--- src/rtl/crc_stream.sv ---
// Multi-channel streaming CRC: one data word folded per cycle into a per-channel LFSR,
// with a single-entry result register carrying the final CRC and an expected-value match.
module crc_stream #(
  parameter int               DATA_W  = 24,
  parameter int               CRC_W   = 8,
  parameter logic [CRC_W-1:0] POLY    = CRC_W'(8'h2F),
  parameter logic [CRC_W-1:0] INIT    = '1,
  parameter logic [CRC_W-1:0] XOR_OUT = '0,
  parameter int               NCH     = 4,
  parameter int               CH_W    = (NCH > 1) ? $clog2(NCH) : 1
) (
  input  logic              clk,
  input  logic              rst_n,
  input  logic              s_valid,
  output logic              s_ready,
  input  logic [DATA_W-1:0] s_data,
  input  logic [CH_W-1:0]   s_chan,
  input  logic              s_sof,
  input  logic              s_eof,
  input  logic [CRC_W-1:0]  s_exp,
  output logic              m_valid,
  input  logic              m_ready,
  output logic [CRC_W-1:0]  m_crc,
  output logic [CH_W-1:0]   m_chan,
  output logic              m_ok,
  output logic              err_sof
);

  // Non-reflected shift-left fold, MSB of the word first.
  function automatic logic [CRC_W-1:0] crc_fold(input logic [CRC_W-1:0] seed,
                                                input logic [DATA_W-1:0] data);
    logic [CRC_W-1:0] c;
    logic             fb;
    c = seed;
    for (int i = DATA_W - 1; i >= 0; i--) begin
      fb = c[CRC_W-1] ^ data[i];
      c  = (c << 1) ^ (fb ? POLY : '0);
    end
    return c;
  endfunction

  logic [CRC_W-1:0] lfsr_reg  [NCH];
  logic             frame_reg [NCH];

  logic [NCH-1:0]   chan_sel;
  logic             chan_hit;
  logic [CRC_W-1:0] cur_lfsr;
  logic             cur_frame;
  logic [CRC_W-1:0] seed;
  logic [CRC_W-1:0] crc_next;
  logic [CRC_W-1:0] crc_final;
  logic             accept;
  logic             beat_go;

  logic             m_valid_reg;
  logic [CRC_W-1:0] m_crc_reg;
  logic [CH_W-1:0]  m_chan_reg;
  logic             m_ok_reg;
  logic             err_sof_reg;

  assign s_ready = !m_valid_reg || m_ready;
  assign accept  = s_valid && s_ready;

  // Channel decode; an out-of-range channel matches nothing, so the beat is dropped.
  always_comb begin
    chan_sel  = '0;
    cur_lfsr  = INIT;
    cur_frame = 1'b0;
    for (int i = 0; i < NCH; i++) begin
      if (s_chan == CH_W'(i)) begin
        chan_sel[i] = 1'b1;
        cur_lfsr    = lfsr_reg[i];
        cur_frame   = frame_reg[i];
      end
    end
  end

  assign chan_hit  = |chan_sel;
  assign beat_go   = accept && chan_hit;
  assign seed      = (s_sof || !cur_frame) ? INIT : cur_lfsr;
  assign crc_next  = crc_fold(seed, s_data);
  assign crc_final = crc_next ^ XOR_OUT;

  generate
    for (genvar gi = 0; gi < NCH; gi++) begin : g_chan
      always_ff @(posedge clk) begin
        if (!rst_n) begin
          lfsr_reg[gi]  <= INIT;
          frame_reg[gi] <= 1'b0;
        end else if (beat_go && chan_sel[gi]) begin
          if (s_eof) begin
            lfsr_reg[gi]  <= INIT;
            frame_reg[gi] <= 1'b0;
          end else begin
            lfsr_reg[gi]  <= crc_next;
            frame_reg[gi] <= 1'b1;
          end
        end
      end
    end
  endgenerate

  // A new result may replace the one being consumed in the same cycle.
  always_ff @(posedge clk) begin
    if (!rst_n) begin
      m_valid_reg <= 1'b0;
      m_crc_reg   <= '0;
      m_chan_reg  <= '0;
      m_ok_reg    <= 1'b0;
      err_sof_reg <= 1'b0;
    end else begin
      err_sof_reg <= beat_go && s_sof && cur_frame;
      if (beat_go && s_eof) begin
        m_valid_reg <= 1'b1;
        m_crc_reg   <= crc_final;
        m_chan_reg  <= s_chan;
        m_ok_reg    <= (crc_final == s_exp);
      end else if (m_ready) begin
        m_valid_reg <= 1'b0;
      end
    end
  end

  assign m_valid = m_valid_reg;
  assign m_crc   = m_crc_reg;
  assign m_chan  = m_chan_reg;
  assign m_ok    = m_ok_reg;
  assign err_sof = err_sof_reg;

endmodule

--- config.mk ---
export PLATFORM = sky130hd
export DESIGN_NAME = crc_stream
export DESIGN_NICKNAME = d
export VERILOG_FILES = /design/src/rtl/crc_stream.sv
export SDC_FILE = /design/constraint.sdc
export NUM_CORES = 1
export LEC_CHECK = 0
export ABC_AREA = 1
export CAP_MARGIN = 0
export CORE_AREA = 2 2 95 97
export DETAILED_ROUTE_END_ITERATION = 16
export DIE_AREA = 0 0 97 99
export GPL_TIMING_DRIVEN = 0
export HOLD_SLACK_MARGIN = 0.15
export PLACE_DENSITY = 0.74
export REMOVE_ABC_BUFFERS = 1
export SYNTH_ARGS = -nofsm -noshare
export SYNTH_HDL_FRONTEND = slang
export SYNTH_SLANG_ARGS = --single-unit
--- constraint.sdc ---
create_clock -name clk -period 3.58 [get_ports clk]
set_clock_uncertainty 0.1 [all_clocks]
set_input_delay 0.358 -clock clk [delete_from_list [all_inputs] [get_ports clk]]
set_output_delay 0.358 -clock clk [all_outputs]
set_load 0.02 [all_outputs]
==> flow_summary.toml <==
[status]
status = "finished, violations left"
violations = "negative setup slack"

[critical_path]
worstPathRequired_ns = 3.68
crit_path_top_delay_cell = "edfxtp_1"
setup.worst_path.end_class = "flip-flop"
cp_common_cell = "nand2_2"
critPathKind = "flip-flop to flip-flop"
cp_top_family = "simple AND/OR/NAND/NOR gates"
worst_setup_path_start_kind = "flip-flop"
critPathBufInv = 5
critPathArrivalTime_ns = 4.51
cp_max_fo = 5
crit_path_max_incr_delay_ns = 0.33

[timing]
slew_violations = 0
setup_ws_ns = -0.8300
post-route-min-period_ns = 4.410
holdWs_ns = 0.3430
slew_headroom_pct = 51.48
fmax_ghz = 0.2268
hold_violations = 0
period_share_pct = 123.2
setup_viol_count_final = 41
rsz0062_at_grt = "yes"
tightest_slew_ns = 0.7252

[route]
antenna_left = 0
drt_pass1_iterations = 5
routed_wl_um = 16960
num_vias = 5447
via_per_inst = 6.025
avgRoutedWirePerCell_um = 18.77
drc_errors = 0
first_iter_violations = 551

[placement]
dp_cells = 849
place.gp.congestion = 0.9066
dp_hpwl_um = 8206
io_buffer_count = 53

[grt]
antenna_found_initial = 0
grt_busiest_layer = "met2"
grt_pass1_wl_um = 21710
grt_usage_pct = 26.98
grt_pass1_vias = 4810
grt_overflow_total = 0
gr-usage-met2_pct = 48.77
use_met1_pct = 32.75
grt_max_degree = 21
grt_use_met3_pct = 4.043

[layout]
antennaDiodeCount = 0
num-fill-cells = 479
largest_reg_flops = 32
syn_to_final_growth_pct = 57.93
final_cell_mix = "162 x nand2_1, 87 x nand2_4, 83 x nand2_2"
final_common_cell = "nand2_1"
drive_gt1_share_pct = 43.97
layout.cells.non_filler = 904
nNetsFinal = 835

[yosys]
yosys.area.top_type_share_pct = 24.66
synth_area_leaders = "nand2_1 25%, edfxtp_1 24%, nand3_1 12%"
yosys_warnings = 0
ys_seq_area_share_pct = 30.47
netlist_instances = 698
yosys.area.top_type = "nand2_1"
ys_ff_latch = 49
synth.avg_cell_area_um2 = 6.260
netlist_area_um2 = 4369
synth_cell_types = 32

[clocking]
clkTransAtPathRegs_ns = 0.09
cts_made_buffers = 5
clk_latency_ns = 0.31
hold_buffers = 0
cts_root_buffer = "clkbuf_8"
htreeDepth = 2
cts_sinks = 49
cts_buffer_depth = 2
cts_tree = "built"

[min_path]
worstHoldPathType = "primary input to flip-flop"

[die]
rows = 34
die_y_um = 99
initial_core_util_pct = 51.10
die_area_um2 = 9603
coreArea_um2 = 8551
ioPinCount = 54
die_x_um = 97

[job]
drv_cap = 0
worst paths after layout:
| check | to | startpoint | slack (ns) | cells after the start |
|---|---|---|---|---|
| hold reg to reg | m_crc[5] | m_crc[5] | 0.41 | 2 |
| setup / recovery | m_ok | frame_reg[1] | -0.83 | 37 |
| setup reg to reg | m_ok | frame_reg[1] | -0.83 | 37 |
| hold / removal | m_chan[0] | s_chan[0] | 0.34 | 3 |
metrics by stage:
stage	setup TNS, ns	utilization, %	setup WS (ns)	instance area [um2]
2_1_floorplan	-4.399	-	-0.2691	4305
3_3_place_gp	-71.82	58.14	-1.991	4971
3_5_place_dp	-78.28	58.14	-2.154	4971
4_1_cts	-11.93	71.88	-0.4529	6146
5_1_grt	-31.46	80.70	-1.007	6900
6_report	-24.92	80.70	-0.8300	6900
synthesized netlist by cell type:
master / number
a21o_1: 1
a21oi_1: 9
buf_2: 3
buf_6: 3
clkbuf_1: 4
clkinv_1: 2
dfxtp_1: 14
edfxtp_1: 35
inv_1: 72
inv_2: 25
nand2_1: 287
nand2_2: 44
nand2_4: 5
nand3_1: 103
nand3_2: 15
nand3b_1: 8
nand4_1: 11
nor2_1: 15
nor2_2: 3
nor2_4: 1
nor3_1: 2
o211ai_1: 4
o21ai_0: 15
o21ai_1: 2
o22ai_1: 1
or2_0: 1
or2_1: 3
or2_2: 2
xnor2_1: 1
xnor2_2: 1
xnor3_1: 1
xor2_1: 5
worst min-delay path, cell delays in order:
cell and delay (ns):
buf_6 0.14, inv_4 0.12, a21oi_1 0.08
per-layer routing:
metal,up-vias,wire length [um]
met3,136,1387
met1,2494,5938
met5,-,0
met2,387,8576
li1,2430,-
met4,0,1062
layout make-up:
| cell class | instances | area, um2 | share of cell area [%] |
|---|---|---|---|
| Timing Repair Buffer | 97 | 943.4 | 13.67 |
| Timing Repair inverter | 1 | 6.256 | 0.09066 |
| Clock inverter | 1 | 6.256 | 0.09066 |
| Tap cell | 108 | 135.1 | 1.958 |
| Multi-Input combinational cell | 542 | 3994 | 57.88 |
| Clock buffer | 7 | 78.83 | 1.142 |
| Sequential cell | 49 | 1331 | 19.29 |
| Inverter | 99 | 405.4 | 5.875 |
what timing repair did:
item | in CTS | in global routing
gates resized for setup | 219 | 148
gates cloned | 2 | 1
endpoints found under the setup margin | 41 | 41
pin swaps | 63 | 103
setup buffers | 27 | 18
cell families after synthesis:
family          after synthesis  synth area share (%)
buf+inv                     109                 9.965
compound gates               32                 3.981
flops                        49                 30.47
xor+xnor                      8                 2.091
simple gates                500                 53.49
Power is not shown: default switching activity piles up to over one toggle a cycle in this logic, so the estimate is an artifact.
